==> src/rtl/muxn_pkg.sv <==
// ----------------------------------------------------------------------------
// muxn_pkg
//   Shared constants for the N-input registered stream multiplexer.
//   - MODE_SEL / MODE_RR : values of the muxn_stream MODE parameter
//   - N_MIN / N_MAX      : supported channel-count range
//   - sel_w()            : width of the select/grant fields for a given N
// ----------------------------------------------------------------------------
package muxn_pkg;

    localparam int MODE_SEL = 0;   // channel chosen by external select s
    localparam int MODE_RR  = 1;   // round-robin among valid channels

    localparam int N_MIN = 2;
    localparam int N_MAX = 16;

    // Select/grant width. N is at least 2, so this is never below 1.
    function automatic int sel_w(input int n);
        return (n <= 2) ? 1 : $clog2(n);
    endfunction

endpackage

==> src/rtl/muxn_stream_rr_pick.sv <==
// ----------------------------------------------------------------------------
// rr_pick
//   Combinational rotate-priority picker. Scans the request vector starting at
//   the channel after i_ptr (ptr+1, ptr+2, ... modulo N) and reports the first
//   requesting channel.
// Ports
//   i_req     in   N      request per channel
//   i_ptr     in   SELW   last granted channel (scan starts just after it)
//   o_onehot  out  N      one-hot of the picked channel, zero if none
//   o_idx     out  SELW   index of the picked channel, zero if none
//   o_any     out  1      a channel was picked
// ----------------------------------------------------------------------------
module rr_pick
    import muxn_pkg::*;
#(
    parameter  int N    = 4,
    localparam int SELW = sel_w(N)
) (
    input  logic [N-1:0]    i_req,
    input  logic [SELW-1:0] i_ptr,
    output logic [N-1:0]    o_onehot,
    output logic [SELW-1:0] o_idx,
    output logic            o_any
);

    always_comb begin
        // NOTE: every output of a combinational block gets a default before any
        // conditional assignment; a path that leaves one unassigned infers a latch.
        o_onehot = '0;
        o_idx    = '0;
        o_any    = 1'b0;
        // The last offset (N) wraps back onto the pointer itself, so the
        // previously granted channel has the lowest priority.
        for (int off = 1; off <= N; off++) begin
            if (!o_any && i_req[(int'(i_ptr) + off) % N]) begin
                o_any                                  = 1'b1;
                o_onehot[(int'(i_ptr) + off) % N]      = 1'b1;
                o_idx                                  = SELW'((int'(i_ptr) + off) % N);
            end
        end
    end

endmodule

==> src/rtl/muxn_stream.sv <==
// ----------------------------------------------------------------------------
// muxn_stream
//   N-input registered stream multiplexer with valid/ready on every channel.
//   MODE_SEL forwards the channel named by s; MODE_RR round-robins among the
//   valid channels. At most one beat is accepted per cycle. Accepted beats land
//   in the output register (OUT) or, if OUT is stalled, in a one-entry skid
//   register (SKD). ready_in depends only on registered state, s and valid_in,
//   never on ready_out.
// Ports
//   clk        in   1         rising-edge clock
//   reset      in   1         asynchronous, active-low reset
//   d          in   N*WIDTH   channel i data at d[i*WIDTH +: WIDTH]
//   valid_in   in   N         channel i offers a beat
//   ready_in   out  N         channel i beat taken when valid_in[i] & ready_in[i]
//   s          in   SELW      channel to forward (SEL mode only)
//   y          out  WIDTH     output data
//   valid_out  out  1         y holds a beat
//   ready_out  in   1         downstream takes the beat on y
//   grant      out  SELW      source channel of the beat on y
// ----------------------------------------------------------------------------
module muxn_stream
    import muxn_pkg::*;
#(
    parameter  int WIDTH = 32,
    parameter  int N     = 4,
    parameter  int MODE  = MODE_SEL,
    localparam int SELW  = sel_w(N)
) (
    input  logic               clk,
    input  logic               reset,
    input  logic [N*WIDTH-1:0] d,
    input  logic [N-1:0]       valid_in,
    output logic [N-1:0]       ready_in,
    input  logic [SELW-1:0]    s,
    output logic [WIDTH-1:0]   y,
    output logic               valid_out,
    input  logic               ready_out,
    output logic [SELW-1:0]    grant
);

    typedef struct packed {
        logic [WIDTH-1:0] data;
        logic [SELW-1:0]  src;
        logic             valid;
    } slot_t;

    slot_t            r_out;
    slot_t            r_skd;

    logic [N-1:0]     w_pick_onehot;
    logic [SELW-1:0]  w_pick_idx;
    logic             w_pick_any;
    logic             w_acc;
    logic             w_drn;
    logic [WIDTH-1:0] w_beat_data;
    slot_t            w_beat;

    // ------------------------------------------------------------------
    // Channel choice
    // ------------------------------------------------------------------
    generate
        if (MODE == MODE_RR) begin : g_rr
            logic [SELW-1:0] r_ptr;

            rr_pick #(.N(N)) u_pick (
                .i_req    (valid_in),
                .i_ptr    (r_ptr),
                .o_onehot (w_pick_onehot),
                .o_idx    (w_pick_idx),
                .o_any    (w_pick_any)
            );

            // Pointer moves only on an accepted beat, so idle cycles do not
            // disturb the rotation order.
            always_ff @(posedge clk or negedge reset) begin
                if (!reset) begin
                    r_ptr <= SELW'(N - 1);
                end else if (w_acc) begin
                    r_ptr <= w_pick_idx;
                end
            end
        end else begin : g_sel
            // An s value of N or above (reachable when N is not a power of
            // two) matches no channel, so nothing is ever accepted for it.
            always_comb begin
                w_pick_onehot = '0;
                w_pick_idx    = '0;
                w_pick_any    = 1'b0;
                for (int i = 0; i < N; i++) begin
                    if (s == SELW'(i)) begin
                        w_pick_onehot[i] = 1'b1;
                        w_pick_idx       = s;
                        w_pick_any       = 1'b1;
                    end
                end
            end
        end
    endgenerate

    // ------------------------------------------------------------------
    // Handshake and beat formation
    // ------------------------------------------------------------------
    // A free SKD guarantees room for one more beat whatever downstream does
    // this cycle, which is what keeps ready_out out of the ready_in path.
    assign ready_in = (w_pick_any && !r_skd.valid && reset) ? w_pick_onehot : '0;
    assign w_acc    = |(ready_in & valid_in);
    assign w_drn    = r_out.valid & ready_out;

    always_comb begin
        w_beat_data = '0;
        for (int i = 0; i < N; i++) begin
            if (w_pick_onehot[i]) begin
                w_beat_data = d[i*WIDTH +: WIDTH];
            end
        end
    end

    assign w_beat = '{data: w_beat_data, src: w_pick_idx, valid: w_acc};

    // ------------------------------------------------------------------
    // OUT / SKD registers
    // ------------------------------------------------------------------
    always_ff @(posedge clk or negedge reset) begin
        // NOTE: sequential state uses non-blocking assignments so every register
        // samples the pre-edge values; blocking here would create order races.
        if (!reset) begin
            r_out <= '0;
            r_skd <= '0;
        end else if (r_skd.valid) begin
            // SKD full: ready_in is low, so only a drain can move anything.
            if (w_drn) begin
                r_out <= r_skd;
                r_skd <= '0;
            end
        end else if (!r_out.valid || w_drn) begin
            if (w_acc) begin
                r_out <= w_beat;
            end else begin
                r_out.valid <= 1'b0;
            end
        end else if (w_acc) begin
            // OUT stalled: park the new beat behind it.
            r_skd <= w_beat;
        end
    end

    assign y         = r_out.data;
    assign grant     = r_out.src;
    assign valid_out = r_out.valid;

endmodule

==> config.mk <==
export PLATFORM = sky130hd
export DESIGN_NAME = muxn_stream
export DESIGN_NICKNAME = d
export VERILOG_FILES = /design/src/rtl/muxn_pkg.sv /design/src/rtl/muxn_stream_rr_pick.sv /design/src/rtl/muxn_stream.sv
export SDC_FILE = /design/constraint.sdc
export NUM_CORES = 1
export LEC_CHECK = 0
export ABC_AREA = 1
export BUFFER_PORTS_ARGS = -buffer_cell sky130_fd_sc_hd__buf_4
export CAP_MARGIN = 10
export CORE_MARGIN = 1.5
export CORE_UTILIZATION = 30
export DETAILED_ROUTE_END_ITERATION = 12
export SYNTH_ARGS = -nofsm -noshare
export SYNTH_HDL_FRONTEND = slang
export SYNTH_SLANG_ARGS = --single-unit
==> constraint.sdc <==
create_clock -name clk -period 2 [get_ports clk]
set_input_delay 0.2 -clock clk [delete_from_list [all_inputs] [get_ports clk]]
set_output_delay 0.2 -clock clk [all_outputs]
set_load 0.05 [all_outputs]
# == Word level (Yosys, flattened, before mapping) ==
# Index checks and enable logic that the tools add are counted.
# word_totals
regBits,70
latchBits,0
mem_bits_rw,0
rom_bits,0
in_bits,137
out_inout_bits,39
word_cells,50
memories,0
# classes
n_addsub,0
mul,0
div,0
magnitude_cmp,0
n_eq_ne,5
n_shift,0
muxes,25
n_bitwise,2
reduce_logical,12
# op_table
op,count
$mux 35,7
$mux 32,4
$mux 34,1
$mux 1,8
$mux 2,4
$reduce_and 3->1,2
$and 4x4->4,1
$eq 2x2->1 const B,2
$mux 4,1
$reduce_bool 2->1,2
$reduce_or 4->1,1
$eq 2x1->1 const B,1
$logic_and 1x1->1,2
$logic_not 1->1,2
$logic_not 2->1,1
$ne 2x1->1 const B,1
$ne 2x2->1 const B,1
$reduce_and 2->1,1
$and 1x1->1,1
$logic_or 1x1->1,1

# == Depth between registers and ports, before layout ==
# Gate-level depths: netlist of run 1.
# logic_depth
ltp_word,13
mapped_depth,11
depth_no_buf,9

# == Worst setup path before layout of run 1 ==
# OpenSTA, ideal clock, no wires.
# synth_path
kind,reg2out
start,register r_skd[0] (netlist bit)
end,output port ready_in[0]
arrival_ns,1.799
slack_ns,0.001
path_stages_with_launch,5
path_cell_list,dfrtp_1 -> buf_2 -> nor2_2 -> inv_1 -> nor3_1
# synth_between
elab_chain_cells,4
# synth_lines
element,line_no,text
"start, declared",muxn_stream.sv:48,slot_t r_skd;
"start signal, assigned",muxn_stream.sv:143,r_skd <= w_beat;
$logic_not 1->1,muxn_stream.sv:105,assign ready_in = (w_pick_any && !r_skd.valid && reset) ? w_pick_onehot : '0;
$logic_and 1x1->1 (2 in series),muxn_stream.sv:105,
$mux 4,muxn_stream.sv:105,
"end, declared",muxn_stream.sv:33,"output logic [N-1:0] ready_in,"
# Every way passes these cells.

# == Worst setup path after layout of run 1 ==
# layout_path
start,register r_skd[0] (netlist bit)
end,register r_skd[29] (netlist bit)
# layout_between
elab_chain_cells,8
word_cells_on_any_way,11
# layout_lines
element,line_no,text
$logic_not 1->1,muxn_stream.sv:105,
$logic_and 1x1->1 (2 in series),muxn_stream.sv:105,
$mux 4,muxn_stream.sv:105,
$and 4x4->4,muxn_stream.sv:106,assign w_acc = |(ready_in & valid_in);
$reduce_or 4->1,muxn_stream.sv:106,
$reduce_bool 2->1 (no line),--,
$reduce_and 3->1 (no line),--,
# Several ways; a longest one is shown, not always the timed one.
# A chain may end at the register's enable or synchronous reset.

==> metrics.cfg, run 1 <==
[floorplan]
rows=44
initial_utilization=0.3077
design.core.area_mm2=0.01459
fp.dieH_um=125.3
die_area_mm2=0.01571
num_io_pins=176
die_width_um=125.3

[finish]
mostFrequentLayoutCells=nand2_1, buf_4, nand3_1
stdcell_count=1049
drive_above_1_share=0.2532
nets=998
area_growth_pct=39.19
layout_commonest_cell=nand2_1
final_area_mm2=0.006248
antennaDiodeCount=0

[sta]
finalSetupTns_ns=0
relSlewSlack=0.3911
fin_crit_ns=1.717
min_period_over_period=0.8584
final_max_slew_viol_count=0
rsz0062_at_grt=false
hold_viol=0
final.setup_skew_ns=0.004179
tightest_slew_ns=0.9134
timing.hold.ws_ns=0.1153
max_freq_mhz=582.5
setup_viol=0

[clock_network]
cts_made_buffers=9
clk_pin_slew_worst_paths_ns=0.06
h-tree-depth=3
cts-root-buf=clkbuf_16
worstSkewPairLatency_ns=0.33
hold_buffers=0
clock_sinks=70
clockBufferDepth=2
post_cts_buffers=0
tritoncts=built
ctsResizeCount=0

[place]
place_inst=1034
placed_cell_area_mm2=0.005943
io_buffers=175
hpwlAfterDp_um=10550
place_congestion=0.8355

[yosys]
ys_warn_count=0
syn_area_per_cell_um2=6.395
ys_types=22
syn_nets=839
yosysSeqAreaShare=0.3902
synthCells=702
synth_area_mm2=0.004489
ys_ff_latch=70

[critical_path]
worstSetupPathType=flop to flop
path_buf_inv=2
path_cells=buf_4 -> inv_1 -> a21oi_1 -> a21oi_1 -> nand2_4 -> nand2_1 -> nand2_1
cpMaxStageDelayCell=dfrtp_2
path_delay_family=simple AND/OR/NAND/NOR gates
timing.reg2reg.setup_slack_ns=0.28
reg2reg_depth=7
critPathLaunchType=flop
cp_data_required_time_ns=2.22
max_stage_delay_ns=0.41
arrival_ns=1.94
r2r_end=r_skd[29]
endpoint_kind=flop
crit_fanout=34
regToRegStartpoint=r_skd[0]

[routing]
vias=4790
firstDrtPassIters=5
wl_per_cell_um=13.78
viasPerCell=4.566
routed_wl_um=14460
first_iter_violations=259
drc=0
ant_nets=0

[power]
peakVddDrop_uv=433.9
power_density_mw_per_mm2=1184
leakage_nw=3.580

[grt]
grt.overflow.total=0
grt_pass1_wl_um=23560
grt_max_degree=71
antenna_found_initial=0
grt_use_total=0.1855
grt_pass1_vias=4565

[outcome]
status=complete, no violations

[min_path]
hold_path_class=primary input to async pin

[run]
max_cap_violations=0

==> worst max-delay path by stage <==
stage | start | to | slack, ns | cells after the start
after CTS | r_skd[0] | r_skd[25] | 0.27 | 7
after detailed placement | r_skd[0] | r_skd[25] | 0.28 | 7
after global placement | r_skd[0] | r_skd[2] | 0.31 | 7
after floorplan | r_skd[0] | ready_in[0] | 0.001 | 4
final | r_skd[0] | r_skd[29] | 0.28 | 7
after global routing | r_skd[0] | y[24] | 0.16 | 8
==> power by group <==
group / internal (mW) / switching, mW
logic: 1.04 / 2.24
clock network: 1.08 / 0.587
registers: 2.08 / 0.371
==> layer usage <==
metal  up-vias  part of all wire  track usage
met5         -                 0            0
met1      2153              0.51       0.2845
met2       145              0.42       0.2681
li1       2478                 -            -
met3        14             0.048      0.02525
met4         0             0.013      0.05816
==> synth_stat cells (all sizes together) <==
cell type / instances / area share
buf: 20 / 0.027
o21ai: 20 / 0.022
nor3: 3 / 0.0033
dfrtp: 70 / 0.39
a21oi: 5 / 0.0064
nand3: 70 / 0.078
nand2: 339 / 0.29
nand3b: 28 / 0.047
clkbuf: 21 / 0.018
nor2: 72 / 0.071
inv: 54 / 0.045
==> registers in the layout, indices dropped and copies added (netlist names) <==
register	cells
valid_out	1
y	32
grant	2
r_skd	35
==> metrics by stage <==
step	power [mW]	setup WS [ns]	util
final	7.399	0.2832	0.4283
after global routing	7.857	0.1614	0.4283
after CTS	7.468	0.2666	0.4283
after detailed placement	5.777	0.2759	0.4074
after global placement	5.741	0.3115	0.4074
after floorplan	4.616	0.0009683	-
==> logic make-up after synthesis <==
kind of cell           Yosys count  share of synthesized area
AND/OR/NAND/NOR                512                     0.4916
flip-flops                      70                     0.3902
buffers and inverters           95                    0.08946
AO/OA/AOI/OAI                   25                    0.02871
==> final cells by class <==
cell class | count | area, um2
repair buffers | 189 | 1419
clock inverters | 4 | 72.57
flip-flops and latches | 70 | 1753
fillers | 1542 | 8341
multi-input cells | 537 | 2338
well taps | 184 | 230.2
clock buffers | 11 | 232.7
inverters | 54 | 202.7
Note: power is estimated with default switching activity, not from simulation.
==> run 2: changes to the inputs <==
==> constraint.sdc (replaced) <==
create_clock -name clk -period 1.6 [get_ports clk]
set_input_delay 0.16 -clock clk [delete_from_list [all_inputs] [get_ports clk]]
set_output_delay 0.16 -clock clk [all_outputs]
set_load 0.05 [all_outputs]
==> metrics.cfg, run 2 (same netlist as run 1, synthesis figures left out) <==
[grt]
grt_use_total=0.1844
antenna_found_initial=0
grt_max_degree=71
grt_pass1_vias=4550
grt_pass1_wl_um=23360
grt.overflow.total=0

[finish]
nets=1013
layout_commonest_cell=nand2_1
antennaDiodeCount=0
largest_reg_flops=35
mostFrequentLayoutCells=nand2_1, buf_4, nand3_1
top_register=r_skd
stdcell_count=1065
final_core_util=0.4454
area_growth_pct=44.73
final_area_mm2=0.006497
drive_above_1_share=0.2736

[place]
io_buffers=175
place_inst=1048
placed_cell_area_mm2=0.006103
place_congestion=0.7917
pre_cts_slack_ns=0.06431
hpwlAfterDp_um=10660

[clock_network]
hold_buffers=0
cts_made_buffers=9
cts-root-buf=clkbuf_16
tritoncts=built
clock_sinks=70
h-tree-depth=3
clk_pin_slew_worst_paths_ns=0.05
worstSkewPairLatency_ns=0.33
clockBufferDepth=2

[routing]
ant_nets=0
viasPerCell=4.455
firstDrtPassIters=5
drc=0
wl_met3_um=625
wl_per_cell_um=13.42
vias=4745
first_iter_violations=306
wl_met1_um=7464
routed_wl_um=14290
highest_layer=met4
met2_length_um=5995

[sta]
hold_viol=0
relSlewSlack=0.3928
final.setup_skew_ns=0.002980
tightest_slew_ns=0.9107
min_period_over_period=0.9591
fin_ws_ns=0.06547
timing.hold.ws_ns=0.06658
setup_viol=0
fin_crit_ns=1.535
finalSetupTns_ns=0
rsz0062_at_grt=false
final_max_slew_viol_count=0
max_freq_mhz=651.7

[critical_path]
max_stage_delay_ns=0.43
crit_fanout=5
r2r_end=r_skd[1]
arrival_ns=1.37
path_buf_inv=2
path_delay_family=flip-flops
path_cells=nor2_4 -> inv_2 -> nor3_1 -> buf_4
regToRegStartpoint=r_skd[0]
reg2reg_depth=8
startpoint=r_skd[0]
timing.reg2reg.setup_slack_ns=0.13
cpMaxStageDelayCell=dfrtp_2
critPathLaunchType=flop
cp_data_required_time_ns=1.44
endpoint_kind=output port
worstSetupPathType=flop to output port

[outcome]
status=complete, no violations

[min_path]
hold_path_class=primary input to async pin

[power]
power_density_mw_per_mm2=1490
peakVddDrop_uv=637.0
finalPower_mw=9.684
leakage_nw=3.698

[floorplan]
die_area_mm2=0.01571
fp.dieH_um=125.3
rows=44
num_io_pins=176
initial_utilization=0.3077
design.core.area_mm2=0.01459
die_width_um=125.3

[run]
max_cap_violations=0

-- run 2: cell count changes in the layout (fill, tap and decap cells not counted), moves of 2 or more --
cell and delta:
buf_12 +4, nor3_2 +2, bufinv_16 +2, nor2_4 +2
buf_4 +9, nor3_1 -2
-- run 2: where the power goes --
group / internal (mW) / switching, mW / total (mW) / leakage [nW]
sequential: 2.60 / 0.460 / 3.06 / 0.883
combinational: 1.38 / 2.81 / 4.20 / 2.64
clock: 1.68 / 0.746 / 2.43 / 0.177
total: 5.67 / 4.02 / 9.68 / 3.70
-- run 2: how the worst max path moves through the flow --
stage,slack [ns],to,depth (start not counted)
global route,0.03,r_skd[6],8
CTS,0.02,ready_in[2],4
detailed placement,0.06,r_skd[26],8
global placement,0.12,r_skd[5],8
floorplan,-0.36,ready_in[0],4
finish,0.07,ready_in[1],4
-- run 2: routing by layer --
metal | vias to the layer above | GRT usage
met3 | 13 | 0.03466
met4 | 0 | 0.04612
li1 | 2501 | -
met1 | 2104 | 0.2854
met2 | 127 | 0.2613
met5 | - | 0
-- run 2: timing repair --
item                       4_1_cts  5_1_grt
cloned                           0        1
setup endpoints to repair        3       28
buffers inserted                 0        0
pin swaps                        0        2
gates resized for setup          1        5
-- run 2: area by class of cell --
cell class	instances	area, um2
fillers	1536	8092
inverters	54	203.9
multi-input cells	538	2369
well taps	184	230.2
repair buffers	203	1578
flip-flops and latches	70	1754
clock buffers	10	229.0
clock inverters	6	133.9
